**config.mk**
```make
export PLATFORM = sky130hd
export DESIGN_NAME = if_stage_ctrl_flat
export DESIGN_NICKNAME = d
export VERILOG_FILES = /design/src/rtl/if_stage_ctrl_if.sv /design/src/rtl/if_stage_ctrl.sv /design/src/flat_wrapper.sv
export SDC_FILE = /design/constraint.sdc
export NUM_CORES = 1
export LEC_CHECK = 0
export CORE_AREA = 2 2 204 106
export DETAILED_ROUTE_END_ITERATION = 16
export DIE_AREA = 0 0 206 108
export GPL_ROUTABILITY_DRIVEN = 0
export PLACE_DENSITY_LB_ADDON = 0.2
export REMOVE_ABC_BUFFERS = 1
export SLEW_MARGIN = 25
export SYNTH_ARGS = -nofsm -noshare
export SYNTH_HDL_FRONTEND = slang
export SYNTH_SLANG_ARGS = --single-unit
```
**constraint.sdc**
```tcl
create_clock -name clk_i -period 5.75 [get_ports clk_i]
set_clock_uncertainty 0.1 [all_clocks]
set_input_delay 0.575 -clock clk_i [delete_from_list [all_inputs] [get_ports clk_i]]
set_output_delay 0.575 -clock clk_i [all_outputs]
set_load 0.03 [all_outputs]
```
**src/rtl/if_stage_ctrl_if.sv**
```systemverilog
// Instruction-memory fetch bus: request/address out of the IF stage, ack/data back.
interface if_stage_ctrl_if;
    logic        imem_req_o;
    logic [31:0] imem_addr_o;
    logic        imem_ack_i;
    logic [31:0] imem_data_i;

    modport master (output imem_req_o, output imem_addr_o,
                    input  imem_ack_i, input  imem_data_i);
    modport slave  (input  imem_req_o, input  imem_addr_o,
                    output imem_ack_i, output imem_data_i);
endinterface

```
**src/rtl/if_stage_ctrl.sv**
```systemverilog
// IF stage controller: owns the PC and the IF/ID register, fetches over a req/ack bus,
// and parks a fetch that returns during an IF/ID stall in a one-entry skid buffer.
module if_stage_ctrl #(
    parameter logic [31:0] RESET_PC = 32'h0000_0000
) (
    input  logic                   clk_i,
    input  logic                   rst_i,
    input  logic                   start_i,
    input  logic                   pc_stall_i,
    input  logic                   if_id_stall_i,
    input  logic                   flush_i,
    input  logic [31:0]            branch_target_i,
    if_stage_ctrl_if.master        imem,
    output logic [31:0]            if_id_pc_o,
    output logic [31:0]            if_id_instr_o,
    output logic                   if_id_valid_o
);

    typedef enum logic [1:0] {IDLE, FETCH, HOLD} state_t;

    state_t      r_state;
    logic        r_req;
    logic [31:0] r_pc;
    logic        r_discard;
    logic [31:0] r_target;
    logic [31:0] r_skid_pc;
    logic [31:0] r_skid_instr;
    logic [31:0] r_if_id_pc;
    logic [31:0] r_if_id_instr;
    logic        r_if_id_valid;
    logic [31:0] w_pc_plus4;

    assign w_pc_plus4       = r_pc + 32'd4;
    assign imem.imem_req_o  = r_req;
    // The PC is left untouched while a discarded fetch is outstanding, so the address stays stable.
    assign imem.imem_addr_o = r_pc;
    assign if_id_pc_o       = r_if_id_pc;
    assign if_id_instr_o    = r_if_id_instr;
    assign if_id_valid_o    = r_if_id_valid;

    always_ff @(posedge clk_i or posedge rst_i) begin
        if (rst_i) begin
            r_state       <= IDLE;
            r_req         <= 1'b0;
            r_pc          <= RESET_PC;
            r_discard     <= 1'b0;
            r_target      <= 32'h0;
            r_skid_pc     <= 32'h0;
            r_skid_instr  <= 32'h0;
            r_if_id_pc    <= 32'h0;
            r_if_id_instr <= 32'h0;
            r_if_id_valid <= 1'b0;
        end else begin
            case (r_state)
                IDLE: begin
                    if (start_i) begin
                        r_state <= FETCH;
                        r_req   <= 1'b1;
                    end
                end
                FETCH, HOLD: begin
                    if (flush_i) begin
                        r_if_id_pc    <= 32'h0;
                        r_if_id_instr <= 32'h0;
                        r_if_id_valid <= 1'b0;
                        if (r_state == HOLD || imem.imem_ack_i) begin
                            r_pc      <= branch_target_i;
                            r_discard <= 1'b0;
                            r_state   <= FETCH;
                            r_req     <= 1'b1;
                        end else begin
                            r_discard <= 1'b1;
                            r_target  <= branch_target_i;
                        end
                    end else if (r_state == FETCH) begin
                        if (imem.imem_ack_i && r_discard) begin
                            r_discard <= 1'b0;
                            r_pc      <= r_target;
                            if (!if_id_stall_i) begin
                                r_if_id_pc    <= 32'h0;
                                r_if_id_instr <= 32'h0;
                                r_if_id_valid <= 1'b0;
                            end
                        end else if (imem.imem_ack_i) begin
                            if (!if_id_stall_i) begin
                                r_if_id_pc    <= w_pc_plus4;
                                r_if_id_instr <= imem.imem_data_i;
                                r_if_id_valid <= 1'b1;
                                if (!pc_stall_i) r_pc <= w_pc_plus4;
                            end else begin
                                r_skid_pc    <= w_pc_plus4;
                                r_skid_instr <= imem.imem_data_i;
                                r_pc         <= w_pc_plus4;
                                r_state      <= HOLD;
                                r_req        <= 1'b0;
                            end
                        end else if (!if_id_stall_i) begin
                            r_if_id_pc    <= 32'h0;
                            r_if_id_instr <= 32'h0;
                            r_if_id_valid <= 1'b0;
                        end
                    end else if (!if_id_stall_i) begin
                        // HOLD always has a full skid buffer; draining it resumes fetching.
                        r_if_id_pc    <= r_skid_pc;
                        r_if_id_instr <= r_skid_instr;
                        r_if_id_valid <= 1'b1;
                        r_state       <= FETCH;
                        r_req         <= 1'b1;
                    end
                end
                default: begin
                    r_state <= IDLE;
                    r_req   <= 1'b0;
                end
            endcase
        end
    end

endmodule

```
**src/flat_wrapper.sv**
```systemverilog
// flat-port wrapper written by rule: the top's interface ports become plain ports
module if_stage_ctrl_flat 
#(
    parameter logic [31:0] RESET_PC = 32'h0000_0000
)
  (clk_i, rst_i, start_i, pc_stall_i, if_id_stall_i, flush_i, branch_target_i, if_id_pc_o, if_id_instr_o, if_id_valid_o, imem_imem_req_o, imem_imem_addr_o, imem_imem_ack_i, imem_imem_data_i);
  if_stage_ctrl_if imem_i ();
  input  logic clk_i;
  input  logic rst_i;
  input  logic start_i;
  input  logic pc_stall_i;
  input  logic if_id_stall_i;
  input  logic flush_i;
  input  logic [31:0] branch_target_i;
  output logic [31:0] if_id_pc_o;
  output logic [31:0] if_id_instr_o;
  output logic if_id_valid_o;
  output wire logic [$bits(imem_i.imem_req_o)-1:0] imem_imem_req_o;
  output wire logic [$bits(imem_i.imem_addr_o)-1:0] imem_imem_addr_o;
  input wire logic [$bits(imem_i.imem_ack_i)-1:0] imem_imem_ack_i;
  input wire logic [$bits(imem_i.imem_data_i)-1:0] imem_imem_data_i;
  assign imem_imem_req_o = imem_i.imem_req_o;
  assign imem_imem_addr_o = imem_i.imem_addr_o;
  assign imem_i.imem_ack_i = imem_imem_ack_i;
  assign imem_i.imem_data_i = imem_imem_data_i;
  if_stage_ctrl #(.RESET_PC(RESET_PC)) u_core (.clk_i(clk_i), .rst_i(rst_i), .start_i(start_i), .pc_stall_i(pc_stall_i), .if_id_stall_i(if_id_stall_i), .flush_i(flush_i), .branch_target_i(branch_target_i), .imem(imem_i), .if_id_pc_o(if_id_pc_o), .if_id_instr_o(if_id_instr_o), .if_id_valid_o(if_id_valid_o));
endmodule
```
# After elaboration in Yosys (flattened, before gate mapping)
# Index checks and enable logic that the tools add are counted.
# op_classes
n_reduce_logical,13
n_bitwise,3
add_sub_neg,1
mux,49
n_eq_ne,12
# op_table
cell,count
$mux 32,21
$add 32x3->32 const B,1
$mux 1,18
$mux 2,8
$ne 4x4->1 const B,3
$reduce_and 6->1,2
$reduce_and 3->1,3
$ne 4x3->1 const B,2
$reduce_and 5->1,1
$ne 4x1->1 const B,1
$pmux 2 s2,1
$reduce_bool 2->1,2
$ne 3x1->1 const B,1
$ne 3x2->1 const B,1
$not 1->1,3
$reduce_bool 3->1,1
$eq 2x1->1 const B,1
$eq 2x2->1 const B,1
$logic_not 2->1,1
$ne 2x1->1 const B,1
$ne 2x2->1 const B,1
$pmux 1 s2,1
$reduce_or 2->1,1
$logic_and 1x1->1,1
$logic_or 1x1->1,1
# totals
out_inout_bits,98
regBits,197

# Logic depth before layout (Yosys ltp)
# Gate-level depths: netlist of run 1.
# logic_depth
ltp_word,7
ltp_mapped,9

# Worst setup path after synthesis of run 1
# OpenSTA, ideal clock, no wires.
# synth_path
kind,register -> register
startpoint,register u_core.r_state[0]
endpoint,"register u_core.r_pc[8], in the netlist u_core.imem.imem_addr_o[8]"
path_slack_ns,3.255
arrival_time_ns,2.273
required_time_ns,5.529
stages_incl_launch_ff,10
path_cell_list,dfrtp_1 inv_1 ha_1 or3b_2 and3_1 clkbuf_1 nand2b_1 buf_2 a21oi_1 o22a_1
# synth_between
elab_chain_cells,4
elab_cells_between_ends,7
# synth_lines
item,line,source
from (decl),if_stage_ctrl.sv:21,state_t r_state;
from (signal assigned),if_stage_ctrl.sv:43,r_state <= IDLE;
from (signal assigned),if_stage_ctrl.sv:57,r_state <= FETCH;
from (signal assigned),if_stage_ctrl.sv:69,r_state <= FETCH;
$eq 2x2->1,"if_stage_ctrl.sv:54, if_stage_ctrl.sv:66",
$logic_or 1x1->1,if_stage_ctrl.sv:66,if (r_state == HOLD || imem.imem_ack_i) begin
$ne 2x1->1 (no line),--,
$reduce_and 5->1 (no line) (*),--,
to (signal assigned),if_stage_ctrl.sv:67,r_pc <= branch_target_i;
to (signal assigned),if_stage_ctrl.sv:78,r_pc <= r_target;
to (signal assigned),if_stage_ctrl.sv:89,if (!pc_stall_i) r_pc <= w_pc_plus4;
to (decl),if_stage_ctrl.sv:23,logic [31:0] r_pc;
# Mark *: on every way between the ends. The rest lies on a longest branch, timed or not.
# A chain may end at the register's enable or synchronous reset.

# Final worst setup path of run 1
# layout_path
startpoint,register u_core.r_state[1]
endpoint,"register u_core.r_if_id_pc[29], in the netlist u_core.if_id_pc_o[29]"
# layout_between
elab_chain_cells,3
elab_cells_between_ends,7
# layout_lines
item,line,source
$eq 2x1->1 or $eq 2x2->1 (tied branches),"if_stage_ctrl.sv:54, if_stage_ctrl.sv:75",
$ne 3x1->1 (no line) (tied with other cells),--,
$reduce_and 3->1 (no line) or $mux 32 (tied branches),--,
to (signal assigned),if_stage_ctrl.sv:86,r_if_id_pc <= w_pc_plus4;
to (signal assigned),if_stage_ctrl.sv:104,r_if_id_pc <= r_skid_pc;
to (decl),if_stage_ctrl.sv:28,logic [31:0] r_if_id_pc;
# Parallel ways exist; a longest one is shown, timed or not.

==> out/results.txt, run 1 <==
most common cell after layout, fill and taps aside - dfrtp_1
placed cells - 1284
width of the chip - 206 µm
biggest area consumer among synthesized cells - dfrtp_1
initial antenna violation count - 0
fin crit period - 2.87 ns
WL final - 25500 µm
ANT cells - 0
CP max stage delay - 0.58 ns
Post-Syn Area per Cell - 10.3 µm²
crit-path max FO - 30
outcome - complete, no violations
worst-margin pin slew - 0.808 ns
area growth from synthesis to layout - 27.7%
DR vias - 7562
drt drc - 0
Worst Hold Class - flop to flop
Setup Crit Path Kind - flop to flop
GRT Total Usage - 0.232
Max rail drop VDD - 0.374 mV
nature of the critical path startpoint - flop
Clock Latency Late Sink - 0.43 ns
Crit path top cell by count - a21oi_1
H-tree depth - 4
vias in the first global route - 7153
IO Pins - 169
CP bufs+invs - 3
share of layout cells above drive strength 1 - 0.138
Maximum Capacitance Violations - 0
final worst path period share - 0.500
Seq cells post-synth - 196
Max Slew Vio Count - 0
CP Cell Sequence - inv_1, ha_1, nor4bb_4, buf_4, buf_4, a21oi_1, nor2_1, a21oi_1, a21oi_1
CTS Sinks - 196
Final Setup Violations - 0
Inserted Clock Buffers - 17
Yosys warning total - 0
hpwl dp - 17100 µm
fin cells - 1317
post-CTS sizing - 0
initial core utilization - 0.458
wire length per cell - 19.4 µm
synth unique cells - 62
asr flop ratio synth - 1.00
Post-synth EDFFs - 0
number of buffers added on ports - 168
Clock transition at path regs - 0.08 ns
synth top area cells - dfrtp_1, mux2_2, o21ai_0
Critical-path top delay cell - nor4bb_4
P_leak - 4.85 nW
DR pass1 iterations - 5
commonest non-fill, non-tap cells in the layout - dfrtp_1, clkdlybuf4s50_1, o21ai_0
post-synth top area share - 0.528
register area share after synthesis - 0.528
synthesized area - 9290 µm²
CP delay by family, top - buffers and inverters
Worst Setup Slack, final - 2.88 ns
postcts setup bufs - 0
Post-DRT Antenna Nets - 0
main flop type after synthesis - dfrtp_1
Slew Limit Headroom - 0.461
first-pass GRT wire length - 39600 µm
total core area - 20300 µm²
unrepaired setup endpoints after global routing - false
Final Hold Slack - 0.380 ns
pwr/cell area - 589 nW/µm²
CTS root buffer - clkbuf_16
die area - 22200 µm²
DR vias/cell - 5.74
gate count after technology mapping - 898
GRT overflow - 0
CP arrival - 3.13 ns
largest net degree at the start of global routing - 93
CTS tree - done
Fmax - 348 MHz
Vert. Die Dim - 108 µm
CTS max path bufs - 2
Final nets - 1109
critical path capture point type - flop
Final TNS setup - 0 ns
site row count - 37
initial DRC count - 609
Setup WS pre-CTS - 2.16 ns
WP data required - 6.01 ns
Hold-fix buffers, CTS - 0
final hold vios - 0
layer usage:
| layer | global-route usage | up-vias | wire length, µm |
|---|---|---|---|
| met1 | 0.335 | 3815 | 12100 |
| met3 | 0.0488 | 24 | 1380 |
| met2 | 0.355 | 189 | 11600 |
| met5 | 0 | - | 0 |
| met4 | 0.0628 | 0 | 338 |
| li1 | - | 3534 | - |
worst reg2reg max path, cell delays in order, from the launching register on:
cell and delay (ns):
dfrtp_1 0.43, inv_1 0.14, ha_1 0.46, nor4bb_4 0.58, buf_4 0.31, buf_4 0.36
a21oi_1 0.10, nor2_1 0.10, a21oi_1 0.06, a21oi_1 0.15
synth_stat cells, types with 3 or more instances:
cell type	n
nand4_1	12
a31oi_1	4
xnor2_1	17
nor2_1	44
ha_1	7
mux2_2	74
inv_1	10
a21oi_1	57
xor2_1	11
a221oi_1	6
clkbuf_1	53
a22oi_1	58
o22a_1	7
a32o_1	4
dfrtp_1	196
mux2i_1	3
o31ai_1	4
buf_2	10
or2_2	3
and3_1	11
nor3_1	11
o21ai_0	104
nand2b_1	5
o211ai_1	6
nand2_1	97
and4_1	3
o2bb2ai_1	6
o21a_1	3
nand3_1	18
or3_1	9
and2_1	3
flip-flops by register name, summed over array words and instances (netlist names):
register and cells:
u_core.r_discard 1, u_core.r_skid_pc 32, u_core.if_id_pc_o 32, u_core.r_state 2
u_core.imem.imem_addr_o 32, u_core.if_id_instr_o 32, u_core.r_target 32, u_core.r_skid_instr 32
u_core.if_id_valid_o 1
layout make-up:
type	instances	area, µm²
repair buffers	182	1810
clock buffers	20	457
well taps	273	342
inverters	10	45.0
multi-input cells	624	4130
fillers	1742	8410
clock inverters	12	168
flip-flops and latches	196	4900
path summary, 6_finish.rpt:
check | from | to | slack, ns | cells past startpoint
worst max-delay path | u_core.r_state[1]$_DFFE_PP0P_ | u_core.if_id_pc_o[29]$_DFFE_PP0P_ | 2.88 | 9
worst min-delay path | u_core.if_id_pc_o[3]$_DFFE_PP0P_ | u_core.if_id_pc_o[3]$_DFFE_PP0P_ | 0.38 | 2
worst max register to register | u_core.r_state[1]$_DFFE_PP0P_ | u_core.if_id_pc_o[29]$_DFFE_PP0P_ | 2.88 | 9
worst min register to register | u_core.if_id_pc_o[3]$_DFFE_PP0P_ | u_core.if_id_pc_o[3]$_DFFE_PP0P_ | 0.38 | 2
max in group asynchronous | rst_i | u_core.r_state[0]$_DFFE_PP0P_ | 3.71 | 3
min in group asynchronous | rst_i | u_core.if_id_instr_o[12]$_DFFE_PP0P_ | 0.55 | 2
metrics by stage:
stage	total power, mW	utilization	instance area, µm²
3_5_place_dp	5.74	0.553	11200
2_1_floorplan	4.39	-	9010
5_1_grt	7.40	0.585	11900
4_1_cts	7.01	0.584	11800
3_3_place_gp	5.60	0.551	11200
6_report	6.98	0.585	11900
logic make-up after synthesis:
logic type / Yosys count / share of synthesized area
fa+ha+maj: 7 / 0.00943
compound gates: 282 / 0.190
simple gates: 230 / 0.119
mux: 77 / 0.0929
flops: 196 / 0.528
xor+xnor: 28 / 0.0264
buf+inv: 78 / 0.0338
power breakdown:
group	internal (mW)	leakage [nW]	switching, mW
clock	0.718	0.296	0.548
sequential	2.03	2.46	0.533
combinational	1.32	2.09	1.84
(Power assumes the default switching activity.)
==> inputs of run 2 (changes only) <==
==> constraint.sdc (replaced) <==
create_clock -name clk_i -period 2.75 [get_ports clk_i]
set_clock_uncertainty 0.1 [all_clocks]
set_input_delay 0.275 -clock clk_i [delete_from_list [all_inputs] [get_ports clk_i]]
set_output_delay 0.275 -clock clk_i [all_outputs]
set_load 0.03 [all_outputs]
==> run 2 against run 1 <==
  * Worst setup slack got worse by 2.6 ns
  * Die area is the same
  * Hold slack got worse by 0.18 ns
  * Final cell count rose by 1.8%
==> out/results.txt, run 2 (same netlist as run 1, synthesis figures left out) <==
switching portion of total power - 0.424
Final Setup Violations - 0
crit-path max FO - 32
DR vias - 7732
first-pass GRT wire length - 41700 µm
worst-margin pin slew - 0.672 ns
Psw - 6.19 mW
fin crit period - 2.47 ns
Max rail drop VDD - 0.771 mV
CTS max path bufs - 2
Vert. Die Dim - 108 µm
DR vias/cell - 5.77
drt drc - 0
post-CTS sizing - 0
CP arrival - 2.70 ns
P_leak - 4.95 nW
Post-DP Area - 11500 µm²
Setup Crit Path Kind - flop to flop
critical path capture point type - flop
GRT overflow - 0
Maximum Capacitance Violations - 0
nature of the critical path startpoint - flop
Logic pwr share - 0.471
H-tree depth - 4
Hold-fix buffers, CTS - 0
vias in the first global route - 7509
width of the chip - 206 µm
CTS root buffer - clkbuf_16
Worst Setup Slack, final - 0.278 ns
commonest non-fill, non-tap cells in the layout - dfrtp_1, clkdlybuf4s50_1, o21ai_0
Final TNS setup - 0 ns
DR pass1 iterations - 5
hpwl dp - 18200 µm
power after layout - 14.6 mW
die area - 22200 µm²
Final Core Density - 0.593
number of buffers added on ports - 168
Worst Hold Class - input pin to async pin
initial core utilization - 0.458
outcome - complete, no violations
WL final - 26200 µm
Fillers - 1713
CTS tree - done
IO Pins - 169
initial antenna violation count - 0
CTS Sinks - 196
final worst path period share - 0.899
Clock Latency Late Sink - 0.43 ns
Max Slew Vio Count - 0
WP data required - 2.98 ns
Final Instance Area - 12000 µm²
area growth from synthesis to layout - 29.4%
Slew Limit Headroom - 0.548
largest net degree at the start of global routing - 72
Clock transition at path regs - 0.07 ns
GRT Total Usage - 0.244
Fmax - 405 MHz
Final nets - 1135
most common cell after layout, fill and taps aside - dfrtp_1
unrepaired setup endpoints after global routing - false
site row count - 37
Post-DRT Antenna Nets - 0
pwr/cell area - 1210 nW/µm²
initial DRC count - 433
Setup WS pre-CTS - 0.258 ns
total core area - 20300 µm²
final hold vios - 0
Clock power frac - 0.166
postcts setup bufs - 0
Power Internal - 8.40 mW
Seq pwr share - 0.363
Inserted Clock Buffers - 17
share of layout cells above drive strength 1 - 0.155
ANT cells - 0
wire length per cell - 19.5 µm
## run 2: final timing paths
| check | startpoint | end | slack (ns) | depth (start not counted) |
|---|---|---|---|---|
| setup / recovery | u_core.r_state[0]$_DFFE_PP0P_ | u_core.imem.imem_addr_o[18]$_DFFE_PP0P_ | 0.28 | 8 |
| hold / removal | rst_i | u_core.if_id_instr_o[10]$_DFFE_PP0P_ | 0.20 | 2 |
| setup reg to reg | u_core.r_state[0]$_DFFE_PP0P_ | u_core.imem.imem_addr_o[18]$_DFFE_PP0P_ | 0.28 | 8 |
| hold reg to reg | u_core.if_id_instr_o[12]$_DFFE_PP0P_ | u_core.if_id_instr_o[12]$_DFFE_PP0P_ | 0.38 | 2 |
| max in group asynchronous | rst_i | u_core.r_skid_instr[7]$_DFFE_PP0P_ | 1.61 | 3 |
| min in group clk_i | flush_i | u_core.if_id_valid_o$_DFFE_PP0N_ | 0.24 | 2 |
## run 2: per-stage QoR
stage,instances,hold slack [ns]
after floorplan,830,0.257
after global placement,1311,0.359
after detailed placement,1311,0.369
after CTS,1341,0.207
after global routing,1341,0.247
final,1341,0.204
## run 2: power by group through the flow
stage	Sequential [mW]	Combinational [mW]	Clock, mW
finish	5.29	6.88	2.42
detailed placement	5.34	6.88	0
global placement	5.26	6.75	0
floorplan	6.34	2.84	0
CTS	5.29	6.90	2.48
global route	5.48	7.40	2.61
## run 2: critical path: stages (launching register included)
cell and delay (ns):
dfrtp_1 0.46, inv_1 0.12, ha_1 0.23, or3b_2 0.52, and3_1 0.27, nand2b_1 0.16
buf_12 0.20, a21oi_1 0.09, a211oi_1 0.23
## run 2: final cells by class
type                    instances  area [µm²]  share of cell area
well taps                     273         342              0.0284
inverters                      10        45.0             0.00375
clock inverters                13         129              0.0107
clock buffers                  17         425              0.0354
flip-flops and latches        196        4900               0.408
multi-input cells             624        4120               0.343
repair buffers                208        2050               0.171
## run 2: layer usage
metal	routed length, µm	global-route usage	up-vias	part of all wire
met5	0	0	-	0
met4	308	0.0633	0	0.012
met3	1550	0.0491	21	0.059
met2	11800	0.369	229	0.45
met1	12500	0.360	3891	0.48
li1	-	-	3591	-
==> inputs of run 3 (changes only) <==
--- a/config.mk
+++ b/config.mk
@@ -11,7 +11,7 @@
 export GPL_ROUTABILITY_DRIVEN = 0
 export PLACE_DENSITY_LB_ADDON = 0.2
 export REMOVE_ABC_BUFFERS = 1
-export SLEW_MARGIN = 25
+export SLEW_MARGIN = 10
 export SYNTH_ARGS = -nofsm -noshare
 export SYNTH_HDL_FRONTEND = slang
 export SYNTH_SLANG_ARGS = --single-unit
==> constraint.sdc (replaced) <==
create_clock -name clk_i -period 2.2 [get_ports clk_i]
set_clock_uncertainty 0.1 [all_clocks]
set_input_delay 0.22 -clock clk_i [delete_from_list [all_inputs] [get_ports clk_i]]
set_output_delay 0.22 -clock clk_i [all_outputs]
set_load 0.03 [all_outputs]
==> run 3 against run 2 <==
  * Power is 30% higher
  * Count of clock-buffer cells in the layout up 4
  * Via count increased by 1.5%
  * Critical path type unchanged
  * Utilization up 2.4 points
  * Largest power group unchanged
  * Die area unchanged
==> out/results.txt, run 3 (same netlist as run 1, synthesis figures left out) <==
IO Pins - 169
Final Setup Violations - 0
Fillers - 1679
met2 Usage GRT - 0.385
critical path capture point type - flop
WP data required - 2.43 ns
Final nets - 1178
initial antenna violation count - 0
ANT cells - 0
total core area - 20300 µm²
Reg2Reg Depth - 7
Final TNS setup - 0 ns
area growth from synthesis to layout - 34.6%
fin crit period - 2.12 ns
Post-DRT Antenna Nets - 0
vias in the first global route - 7855
width of the chip - 206 µm
wire length per cell - 19.5 µm
DR pass1 iterations - 5
share of layout cells above drive strength 1 - 0.197
nature of the critical path startpoint - flop
CTS root buffer - clkbuf_16
initial core utilization - 0.458
Clock Latency Late Sink - 0.44 ns
Setup Crit Path Kind - flop to flop
hpwl dp - 18900 µm
CTS tree - done
most common cell after layout, fill and taps aside - dfrtp_1
Slew Limit Headroom - 0.685
DR vias - 7851
global routing usage on met3 - 0.0555
GRT Total Usage - 0.250
site row count - 37
P_leak - 5.23 nW
number of buffers added on ports - 168
Fmax - 471 MHz
CP arrival - 2.35 ns
Worst Hold Class - input pin to async pin
Final Core Density - 0.617
GRT overflow - 0
register area - 4900 µm²
crit-path max FO - 2
Setup WS pre-CTS - -0.126 ns
met1 usage - 0.359
Max rail drop VDD - 0.743 mV
CTS max path bufs - 2
commonest non-fill, non-tap cells in the layout - dfrtp_1, clkdlybuf4s50_1, o21ai_0
Most Crowded Layer GR - met2
first-pass GRT wire length - 42700 µm
Vert. Die Dim - 108 µm
power after layout - 19.0 mW
largest net degree at the start of global routing - 59
WL final - 27000 µm
area occupied by multi-input gates - 4210 µm²
Inserted Clock Buffers - 17
Max Slew Vio Count - 0
H-tree depth - 4
die area - 22200 µm²
outcome - complete, no violations
Clock transition at path regs - 0.07 ns
Hold-fix buffers, CTS - 0
pwr/cell area - 1520 nW/µm²
drt drc - 0
Maximum Capacitance Violations - 0
Worst Setup Slack, final - 0.0757 ns
CTS Sinks - 196
worst-margin pin slew - 0.469 ns
initial DRC count - 562
final hold vios - 0
unrepaired setup endpoints after global routing - true
DR vias/cell - 5.67
final worst path period share - 0.966
[run 3: changes by cell type in the layout (fill, tap and decap cells not counted), sizes merged]
cell,before,now
inv,15,11
clkinvlp,5,0
clkinv,2,7
buf,41,84
clkbuf,17,21
[run 3: what timing repair did]
item,CTS,global route
pin swaps,1,1
endpoints found under the setup margin,7,66
setup buffers,1,1
endpoints found under the hold margin,0,0
resized for setup,7,16
cloned,1,0
[run 3: worst paths after layout]
path | start | end | slack, ns
setup / recovery | u_core.imem.imem_addr_o[2]$_DFFE_PP0P_ | u_core.imem.imem_addr_o[28]$_DFFE_PP0P_ | 0.08
hold / removal | rst_i | u_core.if_id_instr_o[8]$_DFFE_PP0P_ | 0.10
setup reg to reg | u_core.imem.imem_addr_o[2]$_DFFE_PP0P_ | u_core.imem.imem_addr_o[28]$_DFFE_PP0P_ | 0.08
hold reg to reg | u_core.if_id_instr_o[11]$_DFFE_PP0P_ | u_core.if_id_instr_o[11]$_DFFE_PP0P_ | 0.38
max in group asynchronous | rst_i | u_core.imem.imem_addr_o[10]$_DFFE_PP0P_ | 1.21
min in group clk_i | flush_i | u_core.if_id_valid_o$_DFFE_PP0N_ | 0.22
[run 3: area by class of cell]
cell class | instances | share of cell area
multi-input cells | 624 | 0.337
well taps | 273 | 0.0273
clock inverters | 9 | 0.00651
clock buffers | 21 | 0.0368
flip-flops and latches | 196 | 0.392
inverters | 10 | 0.00360
repair buffers | 251 | 0.197
[run 3: routing by layer]
layer,vias up,part of all wire
li1,3669,-
met1,3914,0.47
met2,241,0.46
met3,27,0.056
met4,0,0.013
met5,-,0
[run 3: power breakdown]
| group | switching [mW] | internal (mW) |
|---|---|---|
| clock network | 1.38 | 1.61 |
| logic | 5.35 | 4.19 |
| registers | 1.14 | 5.30 |
| total | 7.87 | 11.1 |
[run 3: per-stage QoR]
step / hold WS (ns) / instance area, µm² / std cells
3_3_place_gp: 0.359 / 11800 / 1351
3_5_place_dp: 0.370 / 11800 / 1351
6_report: 0.100 / 12500 / 1384
2_1_floorplan: 0.202 / 9010 / 830
5_1_grt: 0.150 / 12500 / 1384
4_1_cts: 0.124 / 12400 / 1383
[run 3: worst max-delay path, cell delays in order (launching register included)]
cell	delay [ns]
dfrtp_1	0.41
ha_4	0.18
nand4_2	0.14
or3_4	0.42
buf_4	0.15
nor3_2	0.24
a41oi_1	0.16
o22a_1	0.22
==> RTL edit (flow settings as in run 3) <==
Make the reset (`rst_i`) synchronous in one clocked block.
--- a/src/rtl/if_stage_ctrl.sv
+++ b/src/rtl/if_stage_ctrl.sv
@@ -40,3 +40,3 @@
 
-    always_ff @(posedge clk_i or posedge rst_i) begin
+    always_ff @(posedge clk_i) begin
         if (rst_i) begin
Function: differs if rst_i is asserted again (counterexample within 4 cycles, from zero or initial values and one cycle with rst_i high); with rst_i held inactive, the same outputs for 4 cycles.
==> RTL edit against run 3 <==
  * Worst hold slack got worse by 0.070 ns
  * Critical endpoint is now u_core.if_id_instr_o[29]
  * Wire length is 7.9% higher
  * Setup slack gained 0.063 ns
  * Sequential share of layout area down 6.5 points
  * Area after synthesis fell by 2.5%
  * Sequential cell count did not move
  * Cell area fell by 3.7%
  * Synthesized cell count increased by 31%
Power is not compared: it rests on default switching activity, and its combinational part moved more than twofold at a synthesized area within 25%.
==> RTL edit: results (changes against run 3) <==
critical path data arrival time 2.26 ns (-0.09 ns); highest metal used met4; CTS clk-pin slew, worst paths 0.07 ns (about the same); placed cell count 1,595 (+18%); YS warnings 0 (unchanged); ranking of synthesized cells by area dfxtp_1, a21oi_1, nand2_1; met3 WL 2040 um (+34%); worst-skew pair later-pin latency 0.44 ns (about the same); global-route wire length before repair 45,900 um (+7.6%); clk buf depth 2 (unchanged); slew margin rel. 57.8% (-11 points); routed vias 9,331 (+19%); Synth top cells by count dfxtp_1, nand2_1, a21oi_1, nor2_1, clkbuf_1; Slowest-stage cell, CP dfxtp_1; fraction of layout cells with a size suffix above 1 11.6% (-8.2 points); worst vdd ir about 0.75 mV; Hold Path Class in -> reg; H-tree levels 4 (unchanged); Seq/Total Area, Yosys 43.3% (-9.5 points); CTS Buf Count 17 (unchanged); Post-Syn Area per Cell 7.71 sq um (-25%); # diodes 0 (unchanged); fill count 1,844 (+9.8%); root buffer cell clkbuf_16; nets@finish 1,424 (+21%); initial antenna violation count 0 (unchanged); met2 routed WL 13,400 um (+8.7%); Total GRT Usage 26.2% (+1.2 points); final WL 29,100 um (+7.9%); crit-path max FO 25 (+23); post-synth cell types 62 (unchanged); final hold violation count 0 (unchanged); Vias/cell 5.72 (+0.79%); leakage power total 0.00427 uW; vias in the first global route 8,727 (+11%); Detailed Route Iter0 Violations 860 (+53%); status completed; detailed placement HPWL 19,700 um (+4.3%); asr flop ratio synth 0% (-100 points); Metal-1 WL 13,400 um (+4.8%); Post-DP Area 11,400 sq um (-3.8%); buffers added on ports 168 (unchanged); Place WS -0.0711 ns (+0.0548 ns); largest net degree at the start of global routing 129 (+120%); pwr dens 839 nW/um^2; CP max stage delay 0.38 ns (-0.04 ns); DR pass1 iterations 8 (+3)
[RTL edit: worst max-delay path, delay by kind of cell (launching register included)]
family / cells / cell delay [ns]
compound gates: 2 / 0.50
simple gates: 2 / 0.14
fa+ha+maj: 1 / 0.32
flops: 1 / 0.38
buf+inv: 3 / 0.49
[RTL edit: what timing repair did]
item | 4_1_cts | 5_1_grt
endpoints found under the hold margin | 0 | 0
gates resized for setup | 0 | 20
buffers inserted | 0 | 5
setup endpoints to repair | 0 | 39
[RTL edit: final cells by class]
cell class	instances	share of cell area, %
timing repair buffer	255	20.7
multi-input combinational	869	39.0
clock buffer	18	3.65
clock inverter	14	0.936
sequential	196	32.7
tap	273	2.84
inverter	7	0.218
[RTL edit: cells by family (layout without fill, tap and decap cells)]
logic type      after synthesis  after routing  synth area share [%]
buf+inv                     110            294                  5.68
mux                           4              4                 0.456
simple gates                462            462                  22.1
xor+xnor                     27             27                  2.61
flops                       196            196                  43.3
compound gates              369            369                  24.8
fa+ha+maj                     7              7                 0.967
[RTL edit: routing by layer]
| layer | global-route usage [%] | vias to the layer above |
|---|---|---|
| li1 | - | 4451 |
| met1 | 36.4 | 4464 |
| met2 | 42.1 | 386 |
| met3 | 4.43 | 30 |
| met4 | 7.76 | 0 |
| met5 | 0 | - |
[RTL edit: through the flow]
stage	total power, uW	setup TNS [ns]	hold slack (ns)
after CTS	10100	0	0.0159
after detailed placement	7130	-0.701	0.344
after floorplan	5550	-121.82	0.185
after global routing	10600	-0.00714	0.0396
after global placement	7060	-0.190	0.337
final	10100	0	0.0302
[RTL edit: final timing paths]
path / start / cells past startpoint / slack, ns / end
min reg2reg: u_core.r_target[17] / 2 / 0.35 / u_core.r_target[17]
min: rst_i / 2 / 0.03 / u_core.r_target[17]
max reg2reg: u_core.r_state[0] / 8 / 0.14 / u_core.if_id_instr_o[29]
max: u_core.r_state[0] / 8 / 0.14 / u_core.if_id_instr_o[29]
[RTL edit: where the power goes]
group	switching, uW	internal (uW)
clock	1400	1580
sequential	219	3810
combinational	1880	1210
total	3500	6600
